File: src/rtl/data_bus_decoder_pkg.sv
// Shared types and default memory-map constants for the CPU data bus decoder
// and any other master that reuses its address map.
package data_bus_decoder_pkg;

   typedef enum logic [1:0] {
      ST_IDLE,
      ST_WAIT,
      ST_RESP,
      ST_GAP
   } state_t;

   localparam logic [19:0] BIOS_BASE_DEFAULT  = 20'hFC000;
   localparam int unsigned BIOS_WORDS_DEFAULT = 8192;
   localparam logic [19:0] RAM_TOP_DEFAULT    = 20'hA0000;
   localparam logic [15:0] ERROR_DATA         = 16'hFFFF;

endpackage

File: src/rtl/data_bus_addr_map.sv
// Combinational decode of a 19-bit word address into a one-hot device target.
// BIOS takes priority so the hit outputs stay one-hot even if windows overlap.
module data_bus_addr_map
   import data_bus_decoder_pkg::*;
#(
   parameter logic [19:0] bios_base  = BIOS_BASE_DEFAULT,
   parameter int unsigned bios_words = BIOS_WORDS_DEFAULT,
   parameter logic [19:0] ram_top    = RAM_TOP_DEFAULT
) (
   input  logic [18:0] addr,
   output logic        bios_hit,
   output logic        ram_hit
);

   // 21-bit compare so a BIOS window ending at 1 MiB does not wrap to 0
   localparam logic [20:0] BIOS_LO = {1'b0, bios_base};
   localparam logic [20:0] BIOS_HI = BIOS_LO + 21'(2 * bios_words);
   localparam logic [20:0] RAM_HI  = {1'b0, ram_top};

   logic [20:0] byte_addr;

   always_comb begin
      byte_addr = {1'b0, addr, 1'b0};
      bios_hit  = (byte_addr >= BIOS_LO) && (byte_addr < BIOS_HI);
      ram_hit   = !bios_hit && (byte_addr < RAM_HI);
   end

endmodule

File: src/rtl/data_bus_decoder.sv
// CPU data-port decoder: registers each request, selects BIOS or RAM, waits for
// the device ack (or a timeout) and returns data with a one-cycle ack.
module data_bus_decoder
   import data_bus_decoder_pkg::*;
#(
   parameter logic [19:0] bios_base  = BIOS_BASE_DEFAULT,
   parameter int unsigned bios_words = BIOS_WORDS_DEFAULT,
   parameter logic [19:0] ram_top    = RAM_TOP_DEFAULT,
   parameter int unsigned timeout    = 15
) (
   input  logic        clk,
   input  logic        reset_n,
   input  logic        data_m_access,
   input  logic [18:0] data_m_addr,
   input  logic [15:0] data_m_data_in,
   input  logic [1:0]  data_m_bytesel,
   input  logic        data_m_wr_en,
   output logic        data_m_ack,
   output logic [15:0] data_m_data_out,
   output logic        dev_access,
   output logic [18:0] dev_addr,
   output logic [15:0] dev_data,
   output logic [1:0]  dev_bytesel,
   output logic        dev_wr_en,
   output logic        bios_cs,
   output logic        ram_cs,
   input  logic        bios_ack,
   input  logic [15:0] bios_data,
   input  logic        ram_ack,
   input  logic [15:0] ram_data,
   output logic        bus_error
);

   localparam logic [7:0] TIMEOUT_CNT = 8'(timeout);

   state_t      state_q, state_d;
   logic [18:0] addr_q, addr_d;
   logic [15:0] wdata_q, wdata_d;
   logic [1:0]  bsel_q, bsel_d;
   logic        wr_q, wr_d;
   logic        sel_bios_q, sel_bios_d;
   logic        sel_ram_q, sel_ram_d;
   logic [15:0] rdata_q, rdata_d;
   logic [7:0]  cnt_q, cnt_d;
   logic        err_q, err_d;
   logic        bios_hit, ram_hit;
   logic        sel_ack;
   logic [15:0] sel_data;

   data_bus_addr_map #(
      .bios_base  (bios_base),
      .bios_words (bios_words),
      .ram_top    (ram_top)
   ) u_addr_map (
      .addr     (data_m_addr),
      .bios_hit (bios_hit),
      .ram_hit  (ram_hit)
   );

   always_ff @(posedge clk or negedge reset_n) begin
      if (!reset_n) begin
         state_q    <= ST_IDLE;
         addr_q     <= '0;
         wdata_q    <= '0;
         bsel_q     <= '0;
         wr_q       <= 1'b0;
         sel_bios_q <= 1'b0;
         sel_ram_q  <= 1'b0;
         rdata_q    <= '0;
         cnt_q      <= '0;
         err_q      <= 1'b0;
      end else begin
         state_q    <= state_d;
         addr_q     <= addr_d;
         wdata_q    <= wdata_d;
         bsel_q     <= bsel_d;
         wr_q       <= wr_d;
         sel_bios_q <= sel_bios_d;
         sel_ram_q  <= sel_ram_d;
         rdata_q    <= rdata_d;
         cnt_q      <= cnt_d;
         err_q      <= err_d;
      end
   end

   always_comb begin
      state_d    = state_q;
      addr_d     = addr_q;
      wdata_d    = wdata_q;
      bsel_d     = bsel_q;
      wr_d       = wr_q;
      sel_bios_d = sel_bios_q;
      sel_ram_d  = sel_ram_q;
      rdata_d    = rdata_q;
      cnt_d      = cnt_q;
      err_d      = err_q;
      // only the selected device may complete the transfer
      sel_ack    = (sel_bios_q & bios_ack) | (sel_ram_q & ram_ack);
      sel_data   = sel_bios_q ? bios_data : ram_data;

      unique case (state_q)
         ST_IDLE: begin
            if (data_m_access) begin
               addr_d     = data_m_addr;
               wdata_d    = data_m_data_in;
               bsel_d     = data_m_bytesel;
               wr_d       = data_m_wr_en;
               sel_bios_d = bios_hit;
               sel_ram_d  = ram_hit;
               cnt_d      = '0;
               if (bios_hit || ram_hit) begin
                  state_d = ST_WAIT;
               end else begin
                  rdata_d = ERROR_DATA;
                  err_d   = 1'b1;
                  state_d = ST_RESP;
               end
            end
         end
         ST_WAIT: begin
            cnt_d = cnt_q + 8'd1;
            if (sel_ack) begin
               rdata_d = wr_q ? '0 : sel_data;
               state_d = ST_RESP;
            end else if (cnt_d == TIMEOUT_CNT) begin
               rdata_d = ERROR_DATA;
               err_d   = 1'b1;
               state_d = ST_RESP;
            end
         end
         ST_RESP: state_d = ST_GAP;
         ST_GAP:  state_d = ST_IDLE;
         default: state_d = ST_IDLE;
      endcase
   end

   assign dev_access      = (state_q == ST_WAIT);
   assign bios_cs         = dev_access & sel_bios_q;
   assign ram_cs          = dev_access & sel_ram_q;
   assign dev_addr        = addr_q;
   assign dev_data        = wdata_q;
   assign dev_bytesel     = bsel_q;
   assign dev_wr_en       = wr_q;
   assign data_m_ack      = (state_q == ST_RESP);
   assign data_m_data_out = data_m_ack ? rdata_q : '0;
   assign bus_error       = err_q;

endmodule
File: config.mk
export PLATFORM = sky130hd
export DESIGN_NAME = data_bus_decoder
export DESIGN_NICKNAME = d
export VERILOG_FILES = /design/src/rtl/data_bus_decoder_pkg.sv /design/src/rtl/data_bus_addr_map.sv /design/src/rtl/data_bus_decoder.sv
export SDC_FILE = /design/constraint.sdc
export NUM_CORES = 1
export LEC_CHECK = 0
export BUFFER_PORTS_ARGS = -buffer_cell sky130_fd_sc_hd__buf_2
export CORE_MARGIN = 4
export CORE_UTILIZATION = 45
export DETAILED_ROUTE_END_ITERATION = 10
export PLACE_DENSITY_LB_ADDON = 0.25
export SKIP_LAST_GASP = 1
export SLEW_MARGIN = 40
export SYNTH_ARGS = -nofsm -noshare
export SYNTH_HDL_FRONTEND = slang
export SYNTH_SLANG_ARGS = --single-unit
export TNS_END_PERCENT = 20
File: constraint.sdc
create_clock -name clk -period 4.2 [get_ports clk]
set_clock_uncertainty 0.15 [all_clocks]
set_input_delay 1.26 -clock clk [delete_from_list [all_inputs] [get_ports clk]]
set_output_delay 1.26 -clock clk [all_outputs]
set_load 0.05 [all_outputs]
==> results.md <==
- Run status: finished, final reports clean
- Vias in the first global route: 2,763
- I/O Buffers: 133
- Crit path largest cell delay: 490 ps
- VDD IR-drop max: 0.000572 V
- R2r startpoint: state_q[0]$_DFFE_PN0P_
- Final nets: 517
- Final ANT Viol Nets: 0
- WP buf/inv: 2
- CP max-delay cell: ha_1
- Total number of vias: 2,736
- Kind of cell adding the most delay to the critical path: adder cells
- Worst hold path depth: 2
- Final hold vios: 0
- Post_cts resized: 0
- Relative max-transition margin: 0.527
- Number of antenna violations at the first check in global routing: 0
- Final instance area: 4320 um2
- Max Cap Viol: 0
- Hold path startpoint: dev_addr[18]$_DFFE_PN0P_
- Largest net degree at the start of global routing: 41
- Critical path cell sequence: inv_1 > ha_1 > and2_1 > buf_2
- Antenna diodes: 0
- Sequential fraction of the synthesis area: 0.497
- DIE HEIGHT: 94.6 um
- Startpoint Class: flop
- Syn_nets: 387
- Post-synth ARST share: 1.00
- Fraction of layout instances using a drive strength above 1: 0.473
- Area Overhead vs Synth: 28.1%
- Global-route wire length before repair: 13,000 um
- Die area: 8940 um2
- Iter 0 DRT Violations: 102
- # IOs: 134
- RSZ-0062 raised after global routing: false
- RR Endpoint: state_q[1]$_DFFE_PN0P_
- Cell accounting for the most synthesized area: dfrtp_1
- Routed WL: 8010 um
- Slew @ Worst Pin: 710 ps
- Max frequency: 0.311 GHz
- Post-synth EDFFs: 0
- Mean Syn Cell Area: 11.0 um2
- Critical Path Fanout Max: 18
- Root buffer cell: clkbuf_8
- Total gr overflow: 0
- Max-slew violation count: 0
- Synthesized flop and latch total: 67
- Yosys top cell area share: 0.497
- Post-route clock period utilization: 0.765
- Min Clock Period, post-route: 3210 ps
- Placed cell area: 4120 um2
- CTS tree: yes
- Cell variety after synth: 40
- Req. time, crit path: 2790 ps
- Clock Latency Late Sink: 340 ps
- Detail-routed net length per standard cell: 14.8 um
- Area contributors post-synth: dfrtp_1, mux2_2, mux2i_1, and2_1, o22ai_1
- Min-delay worst type: flop to flop
- CTS max path bufs: 2
- Mapped Cells: 307
- CP Class: flop to output pin
- H-tree depth: 3
- Drt first pass iters: 4
- Num rows: 31
- Mapped cell area: 3370 um2
- Final setup TNS: 0 ps
- Detail Placement HPWL: 5970 um
- Drc violations: 0
- Initial Util: 0.465
- Power per Cell Area: 874 nW/um2
- Cells on worst reg2reg path: 6
- Tot GR Track Use: 0.187
- Die width: 94.6 um
- Worst Path Arrival: 1800 ps
- Num CTS Buffers: 9
- Hold_buf cts: 0
- Cell leakage power: 2.12 nW
- Final setup fails: 0
- Num Clock Sinks: 67
- Reg2Reg Setup Slack: 1850 ps
- Warnings from Yosys: 0
- Clk slew on worst S/H paths: 70 ps
- Post CTS Setup Buffer Count: 0
- RePlAce Congestion: 0.799
- Most common flop cell mapped by yosys: dfrtp_1
- Overall power: 3.78 mW
- Min-Delay Endpoint: dev_addr[18]$_DFFE_PN0P_
- Worst setup EP type: output pin
- Via-to-Cell Ratio: 5.06
- Core Footprint: 7250 um2
## kinds of logic (layout without fill, tap and decap cells)
logic type | after synthesis | count (layout) | synth area share
adder cells (fa/ha/maj) | 5 | 5 | 0.0186
AO/OA/AOI/OAI | 67 | 67 | 0.136
XOR/XNOR | 2 | 2 | 0.00742
buffers and inverters | 39 | 174 | 0.0505
AND/OR/NAND/NOR | 71 | 71 | 0.109
flip-flops | 67 | 67 | 0.497
multiplexers | 56 | 56 | 0.182
## layout by cell type (no fill, tap or decap), drive strengths merged, types with 3 or more instances in the layout
master	Yosys	final
a22o	4	4
o22ai	16	16
nor2	20	20
ha	5	5
o21ai	16	16
mux2i	17	17
and4	4	4
buf	11	136
a31oi	4	4
nand3	3	3
nand2b	3	3
a21oi	20	20
clkinvlp	0	4
mux2	39	39
inv	22	22
clkbuf	6	10
and2	19	19
dfrtp	67	67
nand2	14	14
## cell type report
type | instances | area, um2
repair buffers | 136 | 703
fillers | 625 | 2930
flip-flops and latches | 67 | 1680
multi-input cells | 201 | 1530
clock buffers | 10 | 138
well taps | 99 | 124
inverters | 22 | 82.6
clock inverters | 6 | 65.1
## power breakdown
| part | internal (mW) | total [mW] | switching, mW | leakage (nW) |
|---|---|---|---|---|
| clock network | 0.289 | 0.540 | 0.251 | 0.0905 |
| registers | 0.913 | 1.09 | 0.174 | 0.774 |
| logic | 0.619 | 2.15 | 1.53 | 1.26 |
## worst reg2reg max path, delay by kind of cell, from the launching register on
family | cells | cell delay [ps]
muxes | 1 | 330
buffers and inverters | 1 | 110
adders and majority gates | 1 | 390
DFF | 1 | 390
and+or+nand+nor | 1 | 470
AOI/OAI and AO/OA | 2 | 420
## routing by layer
metal | vias up | routed length (um) | global-route usage
met2 | 93 | 3730 | 0.301
li1 | 1332 | - | -
met5 | - | 0 | 0
met3 | 8 | 781 | 0.0765
met1 | 1303 | 3410 | 0.227
met4 | 0 | 88 | 0.0649
## through the flow
| stage | setup WS (ps) | hold WS [ps] | utilization | std cells |
|---|---|---|---|---|
| 3_3_place_gp | 925 | 316 | 0.567 | 525 |
| 2_1_floorplan | 1080 | 345 | - | 307 |
| 3_5_place_dp | 1210 | 322 | 0.567 | 525 |
| 5_1_grt | 863 | 367 | 0.596 | 541 |
| 4_1_cts | 963 | 345 | 0.595 | 541 |
| 6_report | 988 | 337 | 0.596 | 541 |
## state kept, by name, indices dropped and copies added, names as in the netlist
| name | count |
|---|---|
| dev_wr_en | 1 |
| dev_addr | 19 |
| dev_bytesel | 2 |
| rdata_q | 16 |
| cnt_q | 8 |
| sel_ram_q | 1 |
| bus_error | 1 |
| sel_bios_q | 1 |
| dev_data | 16 |
| state_q | 2 |
## cell usage after synthesis, types with 2 or more instances
| cell type | n |
|---|---|
| buf_6 | 2 |
| nand3_1 | 3 |
| and2_1 | 19 |
| nand2_1 | 14 |
| o22ai_1 | 16 |
| o21ai_1 | 3 |
| nor3_1 | 2 |
| nand4_1 | 2 |
| a21oi_2 | 11 |
| mux2_2 | 38 |
| nand2b_1 | 3 |
| buf_2 | 4 |
| inv_1 | 22 |
| a21o_1 | 2 |
| clkbuf_1 | 6 |
| dfrtp_1 | 67 |
| a22o_1 | 4 |
| a21oi_1 | 9 |
| mux2i_1 | 17 |
| and4_1 | 3 |
| a31oi_1 | 3 |
| ha_1 | 5 |
| o21ai_0 | 13 |
| buf_1 | 4 |
| nor2_1 | 20 |
## worst max-delay path by stage
| stage | start | end | slack (ps) | cells after the start |
|---|---|---|---|---|
| after floorplan | state_q[1]$_DFFE_PN0P_ | bios_cs | 1080 | 4 |
| after global placement | data_m_addr[16] | rdata_q[14]$_DFFE_PN0P_ | 930 | 6 |
| after detailed placement | data_m_addr[16] | rdata_q[15]$_DFFE_PN0P_ | 1210 | 6 |
| after CTS | state_q[0]$_DFFE_PN0P_ | data_m_data_out[15] | 960 | 4 |
| after global routing | state_q[0]$_DFFE_PN0P_ | data_m_data_out[15] | 860 | 4 |
| final | state_q[0]$_DFFE_PN0P_ | data_m_data_out[15] | 990 | 4 |
Power figures use the tool's default switching activity.
